--- config.mk ---
export PLATFORM = sky130hd
export DESIGN_NAME = fetch_unit
export DESIGN_NICKNAME = d
export VERILOG_FILES = /design/src/rtl/fetch_unit.sv
export SDC_FILE = /design/constraint.sdc
export NUM_CORES = 1
export LEC_CHECK = 0
export ABC_AREA = 1
export CAP_MARGIN = 10
export CORE_MARGIN = 2
export CORE_UTILIZATION = 58
export CTS_CLUSTER_DIAMETER = 200
export DETAILED_ROUTE_END_ITERATION = 8
export GPL_TIMING_DRIVEN = 1
export PLACE_DENSITY = 0.86
export SYNTH_ARGS = -nofsm -noshare
export SYNTH_HDL_FRONTEND = slang
export SYNTH_SLANG_ARGS = --single-unit
--- constraint.sdc ---
create_clock -name clk -period 9.97 [get_ports clk]
set_input_delay 1.4955 -clock clk [delete_from_list [all_inputs] [get_ports clk]]
set_output_delay 1.4955 -clock clk [all_outputs]
set_load 0.01 [all_outputs]
--- src/rtl/fetch_unit.sv ---
// fetch_unit: PC generator and in-order instruction fetch front end.
// Issues imem reads under a credit limit, buffers returned words for Decode and
// applies Execute redirects by retargeting the PC and squashing stale reads.
module fetch_unit #(
  parameter int                ADDR_W    = 32,
  parameter logic [ADDR_W-1:0] RESET_PC  = '0,
  parameter int                BUF_DEPTH = 2
) (
  input  logic              clk,
  input  logic              rst,
  output logic              imem_req_valid,
  input  logic              imem_req_ready,
  output logic [ADDR_W-1:0] imem_addr,
  input  logic              imem_rsp_valid,
  input  logic [31:0]       imem_rsp_data,
  output logic              instr_valid,
  input  logic              instr_ready,
  output logic [31:0]       instr_data,
  output logic [ADDR_W-1:0] instr_pc,
  input  logic              global_disable,
  input  logic [ADDR_W-1:0] branch_pc,
  input  logic [31:0]       delta_instruction,
  output logic              dbg_state
);

  // Handshakes: a transfer happens on a posedge where valid && ready; valid never
  // depends on ready, and data/address are stable whenever valid is high.

  localparam int               CNT_W    = $clog2(BUF_DEPTH + 1);
  localparam int               PTR_W    = (BUF_DEPTH > 1) ? $clog2(BUF_DEPTH) : 1;
  localparam logic [CNT_W:0]   DEPTH_W  = (CNT_W + 1)'(BUF_DEPTH);
  localparam logic [PTR_W-1:0] LAST_PTR = PTR_W'(BUF_DEPTH - 1);

  typedef enum logic {ST_RUN = 1'b0, ST_SQUASH = 1'b1} state_e;

  state_e            state_q, state_d;
  logic [ADDR_W-1:0] pc_q, pc_d;
  logic [CNT_W-1:0]  inflight_q, inflight_d;
  logic [CNT_W-1:0]  count_q, count_d;
  logic [CNT_W-1:0]  squash_q, squash_d;
  logic [PTR_W-1:0]  rd_ptr_q, rd_ptr_d, wr_ptr_q, wr_ptr_d;
  logic [PTR_W-1:0]  tag_rd_q, tag_rd_d, tag_wr_q, tag_wr_d;
  logic [31:0]       buf_data_q [BUF_DEPTH];
  logic [31:0]       buf_data_d [BUF_DEPTH];
  logic [ADDR_W-1:0] buf_pc_q   [BUF_DEPTH];
  logic [ADDR_W-1:0] buf_pc_d   [BUF_DEPTH];
  logic [ADDR_W-1:0] tag_pc_q   [BUF_DEPTH];
  logic [ADDR_W-1:0] tag_pc_d   [BUF_DEPTH];

  logic              req_fire, rsp_ok, rsp_drop, rsp_keep, deq;
  logic [ADDR_W-1:0] offset, redirect_pc;

  function automatic logic [PTR_W-1:0] ptr_inc(input logic [PTR_W-1:0] p);
    return (p == LAST_PTR) ? '0 : p + PTR_W'(1);
  endfunction

  // Offset counts instructions, so scale by 4 after sign extension.
  assign offset      = ADDR_W'({{30{delta_instruction[31]}}, delta_instruction, 2'b00});
  assign redirect_pc = branch_pc + offset;

  // Credit covers both in-flight reads and buffered words, so the buffer cannot overflow.
  assign imem_req_valid = !rst && !global_disable &&
                          (({1'b0, inflight_q} + {1'b0, count_q}) < DEPTH_W);
  assign imem_addr      = pc_q;
  assign instr_valid    = (count_q != '0);
  assign instr_data     = instr_valid ? buf_data_q[rd_ptr_q] : '0;
  assign instr_pc       = instr_valid ? buf_pc_q[rd_ptr_q] : '0;
  assign dbg_state      = (state_q == ST_SQUASH);

  assign req_fire = imem_req_valid && imem_req_ready;
  assign rsp_ok   = imem_rsp_valid && (inflight_q != '0);
  assign rsp_drop = rsp_ok && (state_q == ST_SQUASH);
  assign rsp_keep = rsp_ok && !rsp_drop && !global_disable;
  assign deq      = instr_valid && instr_ready;

  always_comb begin
    pc_d       = pc_q;
    rd_ptr_d   = rd_ptr_q;
    wr_ptr_d   = wr_ptr_q;
    tag_rd_d   = tag_rd_q;
    tag_wr_d   = tag_wr_q;
    buf_data_d = buf_data_q;
    buf_pc_d   = buf_pc_q;
    tag_pc_d   = tag_pc_q;
    squash_d   = squash_q;
    inflight_d = inflight_q + CNT_W'(req_fire) - CNT_W'(rsp_ok);
    count_d    = count_q + CNT_W'(rsp_keep) - CNT_W'(deq);

    if (req_fire) begin
      tag_pc_d[tag_wr_q] = pc_q;
      tag_wr_d           = ptr_inc(tag_wr_q);
      pc_d               = pc_q + ADDR_W'(4);
    end
    if (rsp_keep) begin
      buf_data_d[wr_ptr_q] = imem_rsp_data;
      buf_pc_d[wr_ptr_q]   = tag_pc_q[tag_rd_q];
      wr_ptr_d             = ptr_inc(wr_ptr_q);
      tag_rd_d             = ptr_inc(tag_rd_q);
    end
    if (deq) begin
      rd_ptr_d = ptr_inc(rd_ptr_q);
    end
    if (rsp_drop) begin
      squash_d = squash_q - CNT_W'(1);
    end

    // Every read still outstanding after this edge belongs to the old path.
    if (global_disable) begin
      pc_d     = redirect_pc;
      squash_d = inflight_d;
      count_d  = '0;
      rd_ptr_d = '0;
      wr_ptr_d = '0;
      tag_rd_d = '0;
      tag_wr_d = '0;
    end

    state_d = (squash_d != '0) ? ST_SQUASH : ST_RUN;
  end

  always_ff @(posedge clk) begin
    if (rst) begin
      state_q    <= ST_RUN;
      pc_q       <= RESET_PC;
      inflight_q <= '0;
      count_q    <= '0;
      squash_q   <= '0;
      rd_ptr_q   <= '0;
      wr_ptr_q   <= '0;
      tag_rd_q   <= '0;
      tag_wr_q   <= '0;
    end else begin
      state_q    <= state_d;
      pc_q       <= pc_d;
      inflight_q <= inflight_d;
      count_q    <= count_d;
      squash_q   <= squash_d;
      rd_ptr_q   <= rd_ptr_d;
      wr_ptr_q   <= wr_ptr_d;
      tag_rd_q   <= tag_rd_d;
      tag_wr_q   <= tag_wr_d;
    end
    buf_data_q <= buf_data_d;
    buf_pc_q   <= buf_pc_d;
    tag_pc_q   <= tag_pc_d;
  end

  rsp_needs_inflight: assert property (@(posedge clk) disable iff (rst)
    !(imem_rsp_valid && (inflight_q == '0)));

endmodule

==> results.yml <==
power_and_ir_drop:
  leakage_nw: 5.866
  power_mw: 2.374
  peakVddDrop_mv: 0.1355
  powerDensity_nw_per_um2: 160.8
critical_path:
  crit_type: "input port to output pin"
  r2r_start: "count_q[0]"
  crit_arrival_ns: 3.24
  rr_worst_depth: 8
  crit_path_start_kind: "input port"
  end_kind: "output pin"
  crit_fanout: 7
  rrSetupSlack_ns: 6.87
  worstPathRequired_ns: 8.47
  r2r_end: "imem_addr[5]"
timing:
  final-hold-violation-count: 0
  timing.setup.tns_ns: 0
  slew_viol_final: 0
  fin_crit_sh: 0.4749
  fmax_mhz: 211.2
  tightest_slew_ns: 1.200
  grt_setup_unrepaired: "false"
  setup_viol: 0
  maxSlewHeadroom: 0.2002
  fin_ws_ns: 5.235
  skew_ns: 0.008945
  timing.hold.ws_ns: 0.5153
  fin_crit_ns: 4.735
logic_synthesis:
  synth_area_per_cell_um2: 9.165
  syn_nets: 1432
  ys_ff_latch: 235
  yosysWarnings: 0
  synth_top_area_share: 0.4862
  ys_types: 42
  synthArstFlopShare: 0
  synthFlopType: "edfxtp_1"
  syn_inst: 1294
  ys_seq_area_frac: 0.5588
  yosys.area.top_type: "edfxtp_1"
  synth.area.top_cells: "edfxtp_1, nand2_1, dfxtp_1, a21oi_1, inv_1"
  synth_edf_count: 192
  synth_area_um2: 11860
floorplan:
  row_count: 52
  ioPinCount: 201
  fp.dieW_um: 147.0
  die_area_um2: 21610
  fp.coreArea_um2: 20170
  start_util: 0.5880
  die_height_um: 147.0
cells_and_area:
  final-seq-area_um2: 6628
  drive_gt1_frac: 0.07210
  fin_nets: 1623
  final_common_cell: "nand2_1"
  mostFrequentLayoutCells: "nand2_1, clkdlybuf4s50_1, edfxtp_1"
  multi_input_comb_area_um2: 4529
  n_fill_cell: 1402
  antennaDiodeCount: 0
  layoutNonFillerInstCount: 1768
  area_growth_syn_to_layout_pct: 24.51
flow_run:
  maxCapViolCount: 0
global_route:
  antenna_found_initial: 0
  grt_util_all_layers: 0.2644
  grt_pass1_vias: 9214
  grt_overflow: 0
  grt_pass1_wl_um: 46170
  grt_max_degree: 67
cts:
  cts_sinks: 235
  htreeDepth: 1
  clockBufferDepth: 3
  path_clk_slew_ns: 0.07
  clock_latency_ns: 0.49
  cts_buffers: 21
  cts-resized-gates: 0
  hold_buffers: 0
  post_cts_buffers: 0
  cts_tree: "yes"
  cts_root_buffer: "clkbuf_16"
detailed_routing:
  vias_per_cell: 5.422
  routed_wirelength_um: 28860
  drc_errors: 0
  drtIter0Drc: 615
  detail_route.wl_per_cell_um: 16.33
  vias: 9586
  final_antenna_net_count: 0
  dr.pass1.iters: 7
placement:
  placedCellCount: 1732
  post-place-ws_ns: 5.239
  dp_hpwl_um: 19560
  io_buffers: 198
  place_congestion: 0.8616
worst_hold_path:
  min_path_cells: 0
  hp-start: "imem_addr[0]"
  holdPathEnd: "tag_pc_q[0]"
  hold_path_class: "register to register"
run_status:
  status: "complete, no violations"
[worst max-delay path by stage]
| stage | from | end | cells after the start |
|---|---|---|---|
| floorplan | imem_rsp_valid | buf_data_q[0] | 4 |
| global placement | rst | imem_req_valid | 5 |
| detailed placement | rst | imem_req_valid | 5 |
| CTS | rst | imem_req_valid | 5 |
| global route | rst | imem_req_valid | 5 |
| finish | rst | imem_req_valid | 5 |
[state kept, by name, indices dropped and copies added, names as in the netlist]
signal and flops:
buf_data_q 64, buf_pc_q 64, count_q 2, dbg_state 1, imem_addr 32, inflight_q 2, rd_ptr_q 1, squash_q 2
tag_pc_q 64, tag_rd_q 1, tag_wr_q 1, wr_ptr_q 1
[synth_stat cells (all sizes together) (19+ instances only)]
cell,n
dfxtp,43
nand3,67
clkbuf,19
edfxtp,192
o21ai,55
mux2,32
nor2,98
ha,34
a21oi,123
nand2,383
inv,148
buf,20
[area by class of cell]
type,instances,area share
clock inverter,10,0.007288
timing repair buffer,207,0.1388
sequential,235,0.4489
tap,270,0.02288
inverter,149,0.03788
clock buffer,26,0.03754
multi-input combinational,871,0.3068
[critical path, cell delays in order]
cell and delay (ns):
clkdlybuf4s50_1 0.67, nor2_4 0.27, inv_1 0.10, nor3_1 0.14
clkdlybuf4s50_1 0.56
[through the flow]
step,utilization,cell area (um2)
after global routing,0.7321,14770
final,0.7321,14770
after floorplan,-,11860
after global placement,0.6993,14100
after detailed placement,0.6993,14100
after CTS,0.7321,14770
[power by group]
part           switching (mW)  leakage (nW)  internal [mW]
Combinational           0.237          3.45          0.179
Sequential             0.0424          2.10           1.13
Clock                   0.335         0.315          0.447
Total                   0.614          5.87           1.76
[kinds of logic (layout without fill, tap and decap cells)]
family,count (synthesis),in the layout,share of synthesized area
AND/OR/NAND/NOR,586,586,0.2080
flip-flops,235,235,0.5588
AO/OA/AOI/OAI,200,200,0.08947
buffers and inverters,188,392,0.06162
adder cells (fa/ha/maj),36,36,0.03925
multiplexers,32,32,0.03039
XOR/XNOR,17,17,0.01256
[metal layers]
metal	part of all wire	wire, um	vias to the layer above	global-route usage
met3	0.070	2019	59	0.04068
li1	-	-	4719	-
met4	0.028	809	0	0.09279
met2	0.50	14450	403	0.4662
met1	0.40	11590	4405	0.3344
met5	0	0	-	0
Power figures use the tool's default switching activity.
==> edit: new RTL, same flow settings <==
Change the parameter `BUF_DEPTH` from 2 to 1.
--- a/src/rtl/fetch_unit.sv
+++ b/src/rtl/fetch_unit.sv
@@ -4,7 +4,7 @@
 module fetch_unit #(
   parameter int                ADDR_W    = 32,
   parameter logic [ADDR_W-1:0] RESET_PC  = '0,
-  parameter int                BUF_DEPTH = 2
+  parameter int                BUF_DEPTH = 1
 ) (
   input  logic              clk,
   input  logic              rst,
Function: changed (Yosys sat finds a counterexample within 4 cycles, from zero or initial values and one cycle with rst high).
==> edit against the unedited design <==
- total power is 39% lower
- cell count decreased by 18%
- sequential cell count fell by 104
- synthesized area shrank 34%
- via count down 20%
- worst setup slack better by 0.12 ns
- final area down 29%
- hold slack got worse by 0.10 ns
- routed wire length fell by 23%
- maximum frequency up 2.7%
- clock power is 27% lower
- largest cell class unchanged
==> edit: results <==
set metrics [dict create \
    finalNonFillerCells 1455 \
    rr_startpoint "instr_valid$_SDFF_PP0_" \
    fin_skew_ns 0.00779 \
    yosys-top-cells-area "edfxtp_1, nand2_1, inv_1" \
    synth_xor_xnor_area_share_pct 1.22 \
    synth_common_cells "nand2_1, inv_1, nor2_1, edfxtp_1, nand3_1" \
    grt.total_usage_pct 31.5 \
    synthMuxAreaShare_pct 0 \
    gp_congestion 0.926 \
    dr.pass1.iters 5 \
    placed_area_um2 10000 \
    arrival_ns 3.12 \
    ys_types 43 \
    r2r-end "imem_addr[16]$_SDFFE_PP0N_" \
    slowest_delay_ns 0.47 \
    fin_crit_sh_pct 46.3 \
    synth-compound-area-share_pct 6.56 \
    grt_max_degree 69 \
    status "finished clean" \
    ys_seq_area_share_pct 45.5 \
    p_leak_uw 0.00503 \
    clk_latency_ns 0.42 \
    fillers 847 \
    syn_inst 1067 \
    hpwl_mm 15.3 \
    post-route-util_pct 79.6 \
    nNetsFinal 1399 \
    synthAdderAreaFrac_pct 5.02 \
    routed_wl_mm 22.3 \
    num_vias 7687 \
    grt_pass1_wl_mm 35.5 \
    synth_nets 1200 \
    clock_tree.htree_level_count 4 \
]
-- edit: cell types whose count changed in the layout (fill, tap and decap cells not counted), sizes merged, moves of 6 or more --
cell    before  now
nor3        16    8
nor2        98  106
edfxtp     192   96
a21oi      123   41
mux2        32    0
buf          9    3
inv        148  210
dfxtp       43   35
o21ai       55   37
nand2      383  360
-- edit: layer usage --
layer  wire length [um]  track usage (%)  part of all wire [%]  vias up
met5                  0                0                     0        -
met4                720             12.1                   3.2        0
met3               1830             6.27                   8.2       68
met2              11100             56.4                    50      421
met1               8560             37.3                    38     3447
li1                   -                -                     -     3751
-- edit: power breakdown --
| group | internal [uW] | total (uW) | switching (uW) | leakage [uW] |
|---|---|---|---|---|
| logic | 112 | 250 | 138 | 0.00360 |
| clock network | 336 | 567 | 231 | 0.000269 |
| registers | 607 | 631 | 24.7 | 0.00116 |
| total | 1050 | 1450 | 394 | 0.00503 |
-- edit: worst max path at each step --
stage                   start                     end  cells after the start
6_report       global_disable          imem_req_valid                      6
5_1_grt        global_disable          imem_req_valid                      6
4_1_cts        global_disable          imem_req_valid                      6
3_5_place_dp   global_disable          imem_req_valid                      6
3_3_place_gp   global_disable          imem_req_valid                      6
2_1_floorplan  imem_rsp_valid  instr_valid$_SDFF_PP0_                      4
-- edit: cell families (layout without fill, tap and decap cells) --
logic type,Yosys count,count (layout)
flops,131,131
xor+xnor,11,11
simple gates,568,568
buf+inv,231,443
compound gates,95,95
fa+ha+maj,31,31
-- edit: cell type report --
type | instances | share of cell area (%)
Multi-Input combinational cell | 705 | 32.3
Clock buffer | 22 | 4.51
Tap cell | 176 | 2.09
Sequential cell | 131 | 34.0
Timing Repair Buffer | 201 | 19.0
Clock inverter | 10 | 0.546
Inverter | 210 | 7.48
